$ cat src/rtl/traffic_request_scheduler_if.sv
// ----------------------------------------------------------------------------
// traffic_request_scheduler_if
//
// Bundles the sensor inputs, the light-controller feedback and the request
// outputs of the traffic request scheduler.
//
//   sensor_in[3:0]  raw road sensors            [3]=A [2]=B [1]=C [0]=D
//   light_en[3:0]   light controller feedback   same mapping, one-hot when legal
//   switch_to_a..d  registered one-hot requests to the light controller
//   pending[3:0]    latched requests not yet served
//   timeout_err     one-cycle pulse when a request is abandoned
//
// master: the scheduler.  slave: the sensor / light-controller side.
// ----------------------------------------------------------------------------
interface traffic_request_scheduler_if;
  logic [3:0] sensor_in;
  logic [3:0] light_en;
  logic       switch_to_a;
  logic       switch_to_b;
  logic       switch_to_c;
  logic       switch_to_d;
  logic [3:0] pending;
  logic       timeout_err;

  modport master (
    input  sensor_in, light_en,
    output switch_to_a, switch_to_b, switch_to_c, switch_to_d,
    output pending, timeout_err
  );

  modport slave (
    output sensor_in, light_en,
    input  switch_to_a, switch_to_b, switch_to_c, switch_to_d,
    input  pending, timeout_err
  );
endinterface

$ cat src/rtl/traffic_request_scheduler.sv
// ----------------------------------------------------------------------------
// traffic_request_scheduler
//
// Upstream request stage of the four-way traffic light controller.
// Synchronises and debounces the four road sensors, latches each debounced
// press as a pending request, and issues one-hot switch requests to the light
// controller in round-robin order. A request is held until light_en confirms
// the change, or abandoned after ACK_TIMEOUT cycles. A new request is only
// issued once light_en has been stable for MIN_GREEN cycles.
//
// Ports:
//   clk   clock
//   rst   asynchronous, active-low reset
//   bus   traffic_request_scheduler_if.master (sensors, feedback, requests)
//
// Parameters:
//   DEBOUNCE_CYCLES  stable cycles before the debounced sensor changes (>=1)
//   MIN_GREEN        cycles light_en must be unchanged before a request (>=1)
//   ACK_TIMEOUT      cycles a request is held waiting for acknowledge (>=1)
// ----------------------------------------------------------------------------
module traffic_request_scheduler #(
  parameter int DEBOUNCE_CYCLES = 4,
  parameter int MIN_GREEN       = 8,
  parameter int ACK_TIMEOUT     = 16
) (
  input  logic                          clk,
  input  logic                          rst,
  traffic_request_scheduler_if.master   bus
);

  localparam int DB_W = $clog2(DEBOUNCE_CYCLES + 1);
  localparam int MG_W = $clog2(MIN_GREEN + 1);
  localparam int TO_W = $clog2(ACK_TIMEOUT + 1);

  localparam logic [DB_W-1:0] DB_LAST = DB_W'(DEBOUNCE_CYCLES - 1);
  localparam logic [MG_W-1:0] MG_MAX  = MG_W'(MIN_GREEN);
  localparam logic [TO_W-1:0] TO_LAST = TO_W'(ACK_TIMEOUT - 1);

  typedef enum logic {
    S_IDLE,
    S_REQ
  } state_e;

  // Road code in round-robin order; bit position in the 4-bit vectors is 3-code.
  typedef enum logic [1:0] {
    ROAD_A = 2'd0,
    ROAD_B = 2'd1,
    ROAD_C = 2'd2,
    ROAD_D = 2'd3
  } road_e;

  function automatic logic [3:0] road_onehot(input road_e r);
    return 4'b1000 >> r;
  endfunction

  // --------------------------------------------------------------------------
  // Two-flop synchroniser
  // --------------------------------------------------------------------------
  logic [3:0] sync1_q, sync2_q;

  always_ff @(posedge clk or negedge rst) begin
    if (!rst) begin
      sync1_q <= '0;
      sync2_q <= '0;
    end else begin
      // NOTE: non-blocking assignments let sync2_q take the old sync1_q value,
      // giving two real flop stages instead of one collapsed wire.
      sync1_q <= bus.sensor_in;
      sync2_q <= sync1_q;
    end
  end

  // --------------------------------------------------------------------------
  // Debounce: per-bit counter runs while the synchronised value disagrees
  // with the debounced value and clears as soon as they agree.
  // --------------------------------------------------------------------------
  logic [3:0]      deb_q, deb_d, deb_prev_q;
  logic [DB_W-1:0] deb_cnt_q [4];
  logic [DB_W-1:0] deb_cnt_d [4];

  always_comb begin
    // NOTE: every output of this block gets a default before any branch,
    // so no path leaves a value unassigned and no latch is inferred.
    deb_d = deb_q;
    for (int i = 0; i < 4; i++) begin
      deb_cnt_d[i] = '0;
      if (sync2_q[i] != deb_q[i]) begin
        if (deb_cnt_q[i] == DB_LAST) deb_d[i] = sync2_q[i];
        else                         deb_cnt_d[i] = deb_cnt_q[i] + 1'b1;
      end
    end
  end

  always_ff @(posedge clk or negedge rst) begin
    if (!rst) begin
      deb_q      <= '0;
      deb_prev_q <= '0;
      // NOTE: this counter array is tiny state, not a RAM, so it is reset
      // like any other register; a real memory would be left unreset.
      for (int i = 0; i < 4; i++) deb_cnt_q[i] <= '0;
    end else begin
      deb_q      <= deb_d;
      deb_prev_q <= deb_q;
      for (int i = 0; i < 4; i++) deb_cnt_q[i] <= deb_cnt_d[i];
    end
  end

  // --------------------------------------------------------------------------
  // Min-green counter: restarts whenever light_en moves, saturates at MIN_GREEN
  // --------------------------------------------------------------------------
  logic [3:0]      light_prev_q;
  logic [MG_W-1:0] mg_q, mg_d;
  logic            green_ok;

  always_comb begin
    if (bus.light_en != light_prev_q) mg_d = '0;
    else if (mg_q == MG_MAX)          mg_d = mg_q;
    else                              mg_d = mg_q + 1'b1;
  end

  assign green_ok = (mg_q == MG_MAX);

  always_ff @(posedge clk or negedge rst) begin
    if (!rst) begin
      light_prev_q <= '0;
      mg_q         <= '0;
    end else begin
      light_prev_q <= bus.light_en;
      mg_q         <= mg_d;
    end
  end

  // --------------------------------------------------------------------------
  // Request latch and round-robin selection
  // --------------------------------------------------------------------------
  state_e          state_q;
  road_e           sel_q, last_q, next_sel;
  logic [3:0]      switch_q;
  logic            timeout_q;
  logic [TO_W-1:0] tmr_q;
  logic [3:0]      pending_q, pending_d;
  logic [3:0]      set_mask, clr_mask;
  logic            ack;
  logic            found;
  logic [1:0]      cand;

  // A press on a road that is already green is not worth a request.
  assign set_mask = deb_q & ~deb_prev_q & ~bus.light_en;

  // Exact compare: a non-one-hot light_en can never match.
  assign ack      = (bus.light_en == road_onehot(sel_q));
  assign clr_mask = (state_q == S_REQ && ack) ? road_onehot(sel_q) : 4'b0000;

  // Sets and clears are per bit, so they never interfere across roads.
  assign pending_d = (pending_q | set_mask) & ~clr_mask;

  // First pending road strictly after last_q, wrapping A->B->C->D->A.
  always_comb begin
    next_sel = last_q;
    found    = 1'b0;
    cand     = 2'd0;
    for (int k = 1; k <= 4; k++) begin
      cand = last_q + 2'(k);
      if (!found && (pending_q & road_onehot(road_e'(cand))) != 4'b0000) begin
        next_sel = road_e'(cand);
        found    = 1'b1;
      end
    end
  end

  // --------------------------------------------------------------------------
  // Request FSM with registered outputs
  // --------------------------------------------------------------------------
  always_ff @(posedge clk or negedge rst) begin
    if (!rst) begin
      state_q   <= S_IDLE;
      sel_q     <= ROAD_A;
      last_q    <= ROAD_A;
      switch_q  <= '0;
      timeout_q <= 1'b0;
      tmr_q     <= '0;
      pending_q <= '0;
    end else begin
      pending_q <= pending_d;
      timeout_q <= 1'b0;
      case (state_q)
        S_IDLE: begin
          if (pending_q != 4'b0000 && green_ok) begin
            state_q  <= S_REQ;
            sel_q    <= next_sel;
            switch_q <= road_onehot(next_sel);
            tmr_q    <= '0;
          end
        end
        S_REQ: begin
          if (ack) begin
            state_q  <= S_IDLE;
            switch_q <= '0;
            last_q   <= sel_q;
          end else if (tmr_q == TO_LAST) begin
            // Abandon the request but leave it pending; rotating last_q
            // lets the other roads go first next time.
            state_q   <= S_IDLE;
            switch_q  <= '0;
            timeout_q <= 1'b1;
            last_q    <= sel_q;
          end else begin
            tmr_q <= tmr_q + 1'b1;
          end
        end
        default: state_q <= S_IDLE;
      endcase
    end
  end

  assign bus.switch_to_a = switch_q[3];
  assign bus.switch_to_b = switch_q[2];
  assign bus.switch_to_c = switch_q[1];
  assign bus.switch_to_d = switch_q[0];
  assign bus.pending     = pending_q;
  assign bus.timeout_err = timeout_q;

endmodule

$ cat src/flat_wrapper.sv
// flat-port wrapper written by rule: the top's interface ports become plain ports
module traffic_request_scheduler_flat 
#(
  parameter int DEBOUNCE_CYCLES = 4,
  parameter int MIN_GREEN       = 8,
  parameter int ACK_TIMEOUT     = 16
)
  (clk, rst, bus_sensor_in, bus_light_en, bus_switch_to_a, bus_switch_to_b, bus_switch_to_c, bus_switch_to_d, bus_pending, bus_timeout_err);
  traffic_request_scheduler_if bus_i ();
  input  logic clk;
  input  logic rst;
  input wire logic [$bits(bus_i.sensor_in)-1:0] bus_sensor_in;
  input wire logic [$bits(bus_i.light_en)-1:0] bus_light_en;
  output wire logic [$bits(bus_i.switch_to_a)-1:0] bus_switch_to_a;
  output wire logic [$bits(bus_i.switch_to_b)-1:0] bus_switch_to_b;
  output wire logic [$bits(bus_i.switch_to_c)-1:0] bus_switch_to_c;
  output wire logic [$bits(bus_i.switch_to_d)-1:0] bus_switch_to_d;
  output wire logic [$bits(bus_i.pending)-1:0] bus_pending;
  output wire logic [$bits(bus_i.timeout_err)-1:0] bus_timeout_err;
  assign bus_i.sensor_in = bus_sensor_in;
  assign bus_i.light_en = bus_light_en;
  assign bus_switch_to_a = bus_i.switch_to_a;
  assign bus_switch_to_b = bus_i.switch_to_b;
  assign bus_switch_to_c = bus_i.switch_to_c;
  assign bus_switch_to_d = bus_i.switch_to_d;
  assign bus_pending = bus_i.pending;
  assign bus_timeout_err = bus_i.timeout_err;
  traffic_request_scheduler #(.DEBOUNCE_CYCLES(DEBOUNCE_CYCLES), .MIN_GREEN(MIN_GREEN), .ACK_TIMEOUT(ACK_TIMEOUT)) u_core (.clk(clk), .rst(rst), .bus(bus_i));
endmodule
$ cat config.mk
export PLATFORM = sky130hd
export DESIGN_NAME = traffic_request_scheduler_flat
export DESIGN_NICKNAME = d
export VERILOG_FILES = /design/src/rtl/traffic_request_scheduler_if.sv /design/src/rtl/traffic_request_scheduler.sv /design/src/flat_wrapper.sv
export SDC_FILE = /design/constraint.sdc
export NUM_CORES = 1
export LEC_CHECK = 0
export BUFFER_PORTS_ARGS = -buffer_cell sky130_fd_sc_hd__buf_2
export CORE_MARGIN = 2
export CORE_UTILIZATION = 40
export DETAILED_ROUTE_END_ITERATION = 10
export SYNTH_ARGS = -nofsm -noshare
export SYNTH_HDL_FRONTEND = slang
export SYNTH_SLANG_ARGS = --single-unit
export TNS_END_PERCENT = 30
$ cat constraint.sdc
create_clock -name clk -period 2.3 [get_ports clk]
set_input_delay 0.115 -clock clk [delete_from_list [all_inputs] [get_ports clk]]
set_output_delay 0.115 -clock clk [all_outputs]
set_load 0.01 [all_outputs]
==> out/metrics.cfg <==
[logic_synthesis]
muxShareOfSynthArea = 0.0523
synthXorXnorAreaFrac = 0.0439
ys_types = 39
yosys.area_share.simple = 0.140
yosysTopAreaCell = dfrtp_1
synth_top_area_share = 0.575
ys_ff_latch = 55
synth_top_family_by_area = simple AND/OR/NAND/NOR gates
synth-edff-count = 0
synth_fp_nets = 217
syn_avg_cell_area_sq_um = 12.3
syn_inst = 195
synth.area.top_cells = dfrtp_1, ha_1, xnor2_1
netlist_area_sq_mm = 0.00239
ys_top_cells_by_count = dfrtp_1, nand2_1, ha_1
synth_compound_area_frac = 0.104
ys_warn_count = 0
ys.flop_type = dfrtp_1
yosysMostFrequentCell = dfrtp_1
yosysSeqAreaShare = 0.575
async_flop_share = 1.00
synth_fa_ha_area_frac = 0.0627

[sta]
slew_headroom = 0.642
rsz0062_at_grt = no
setup_viol = 0
period_needed_ps = 2070
period_share = 0.899
worst_pin_slew_ps = 536
skew_ps = 9.23
hold_viol = 0
drv_slew = 0
worst_slack_ps = 233
setup_tns_ps = 0
fmax_mhz = 484

[layout]
fillers = 526
multi_input_area_sq_um = 963
nNetsFinal = 250
regArea_sq_mm = 0.00138
insertedDiodeCount = 0
drive_above_1_share = 0.157
design_area_sq_mm = 0.00279
syn2layout_area_growth_pct = 16.5

[power_and_ir_drop]
combPwrFrac = 0.142
power.density_mw_per_mm2 = 770
ir_worst_vdd_uv = 322
power.share.clock = 0.301
power.share.sequential = 0.558
leakage_nw = 1.22
p_int_mw = 1.63
p_switching_mw = 0.521
power.share.switching = 0.243

[place]
port_buffers = 18
pre_cts_slack_ps = 192
gp_congestion = 0.720
dp_hpwl_mm = 2.81
place_area_sq_mm = 0.00258

[setup_path]
crit_path_max_fanout = 4
crit_top_cell = o32ai_1
end_kind = flop
arrival_ps = 2240
crit_path_start = u_core.last_q[0]
critPathRequiredTime_ps = 2470
slowest_delay_ps = 420
cpMaxStageDelayCell = dfrtp_1
path_cells = inv_1 > ha_1 > a22o_1 > a221oi_4 > mux2i_1 > o32ai_1 > o32ai_1
start_kind = flop
timing.rr.start = u_core.last_q[0]
criticalPathCategory = flop to flop

[global_routing]
grt_antenna_before_repair = 0
grt_max_degree = 23
grt_pass1_vias = 1519
gr-total-overflow = 0
grt_usage = 0.136
grt_pass1_wl_mm = 6.87

[floorplanning]
ios = 19
core_area_sq_mm = 0.00585
rows = 28
die_y_um = 81.4
die_area_sq_mm = 0.00662
start_util = 0.409
die_w_um = 81.4

[route]
remaining_drc_errors = 0
drt-vias-per-instance = 5.00
drt_pre_antenna_iters = 4
num_vias = 1521
drtIter0Drc = 80
totalWireLength_mm = 3.89
ant_nets = 0
wl_per_cell_um = 12.8

[clock_tree]
cts_resized = 0
clkTransAtPathRegs_ps = 90
clockBufferDepth = 2
cts_buffers = 5
cts_tree = done
htreeDepth = 2
clockRootBuffer = clkbuf_8
clock_latency_ps = 300
cts.sinks = 55

[run_status]
outcome = finished, final reports clean

[worst_hold_path]
hold_class = input pin to asynchronous set/reset pin

[flow_run]
max_cap_violations = 0

power by group through the flow:
stage	Sequential, mW	Clock (mW)	Combinational, mW
after detailed placement	1.22	0	0.298
after global placement	1.21	0	0.292
after floorplan	1.20	0	0.218
final	1.20	0.646	0.304
after CTS	1.20	0.676	0.313
after global routing	1.22	0.717	0.350
cell type report:
type / count / area share
flip-flops and latches: 55 / 0.494
repair buffers: 29 / 0.0700
clock buffers: 6 / 0.0296
clock inverters: 2 / 0.0126
inverters: 11 / 0.0148
well taps: 75 / 0.0337
multi-input cells: 126 / 0.346
per-layer routing:
| metal | part of all wire | vias to the layer above | global-route usage |
|---|---|---|---|
| met5 | 0 | - | 0 |
| met2 | 0.50 | 22 | 0.225 |
| met4 | 0.010 | 0 | 0.0407 |
| li1 | - | 758 | - |
| met1 | 0.45 | 737 | 0.173 |
| met3 | 0.038 | 4 | 0.0367 |
repair_timing:
item | 4_1_cts | 5_1_grt
hold buffers | 9 | 0
hold endpoints to repair | 28 | 0
setup buffers | 0 | 0
path summary, 6_finish.rpt:
path	end	slack (ps)	depth (start not counted)
min in group clk	u_core.sync2_q[2]	350	0
min reg2reg	u_core.sync2_q[2]	350	0
min	u_core.switch_q[2]	300	2
max in group asynchronous	u_core.light_prev_q[2]	1360	3
max reg2reg	u_core.switch_q[1]	230	7
max	u_core.switch_q[1]	230	7
critical path, delay by kind of cell (launching register included):
family | cells | cell delay [ps]
muxes | 1 | 140
DFF | 1 | 420
AOI/OAI and AO/OA | 4 | 1010
adders and majority gates | 1 | 250
buffers and inverters | 1 | 130
sequential cells by signal, summed over array words and instances (netlist names):
| name | cells |
|---|---|
| u_core.deb_cnt_q | 12 |
| u_core.tmr_q | 5 |
| u_core.bus.pending | 4 |
| u_core.deb_prev_q | 4 |
| u_core.deb_q | 4 |
| u_core.light_prev_q | 4 |
| u_core.mg_q | 4 |
| u_core.switch_q | 4 |
| u_core.sync1_q | 4 |
| u_core.sync2_q | 4 |
| u_core.last_q | 2 |
| u_core.sel_q | 2 |
| u_core.bus.timeout_err | 1 |
| u_core.state_q | 1 |
stage by stage:
step,total power [mW],util,hold WS (ps),instances
floorplan,1.42,-,-181,195
global placement,1.51,0.441,110,287
detailed placement,1.52,0.441,111,287
CTS,2.19,0.476,304,304
global route,2.28,0.476,348,304
finish,2.15,0.476,300,304
kinds of logic (layout without fill, tap and decap cells):
group,after synthesis,after routing
and+or+nand+nor,61,61
DFF,55,55
AOI/OAI and AO/OA,29,29
buffers and inverters,14,48
adders and majority gates,12,12
xor gates and xnor gates,12,12
muxes,12,12
cells in the final DEF (no fill, tap or decap), drive strengths merged, types with 3 or more instances in the layout:
| master | instances |
|---|---|
| a21oi | 5 |
| nor3 | 6 |
| a22oi | 4 |
| mux2i | 8 |
| a31oi | 3 |
| nand2 | 16 |
| o21ai | 3 |
| ha | 12 |
| xnor2 | 11 |
| buf | 20 |
| nor2 | 9 |
| o32ai | 5 |
| nor2b | 6 |
| dlygate4sd3 | 9 |
| clkbuf | 6 |
| mux2 | 4 |
| a41oi | 3 |
| inv | 11 |
| nor3b | 8 |
| dfrtp | 55 |
Power figures use the tool's default switching activity.
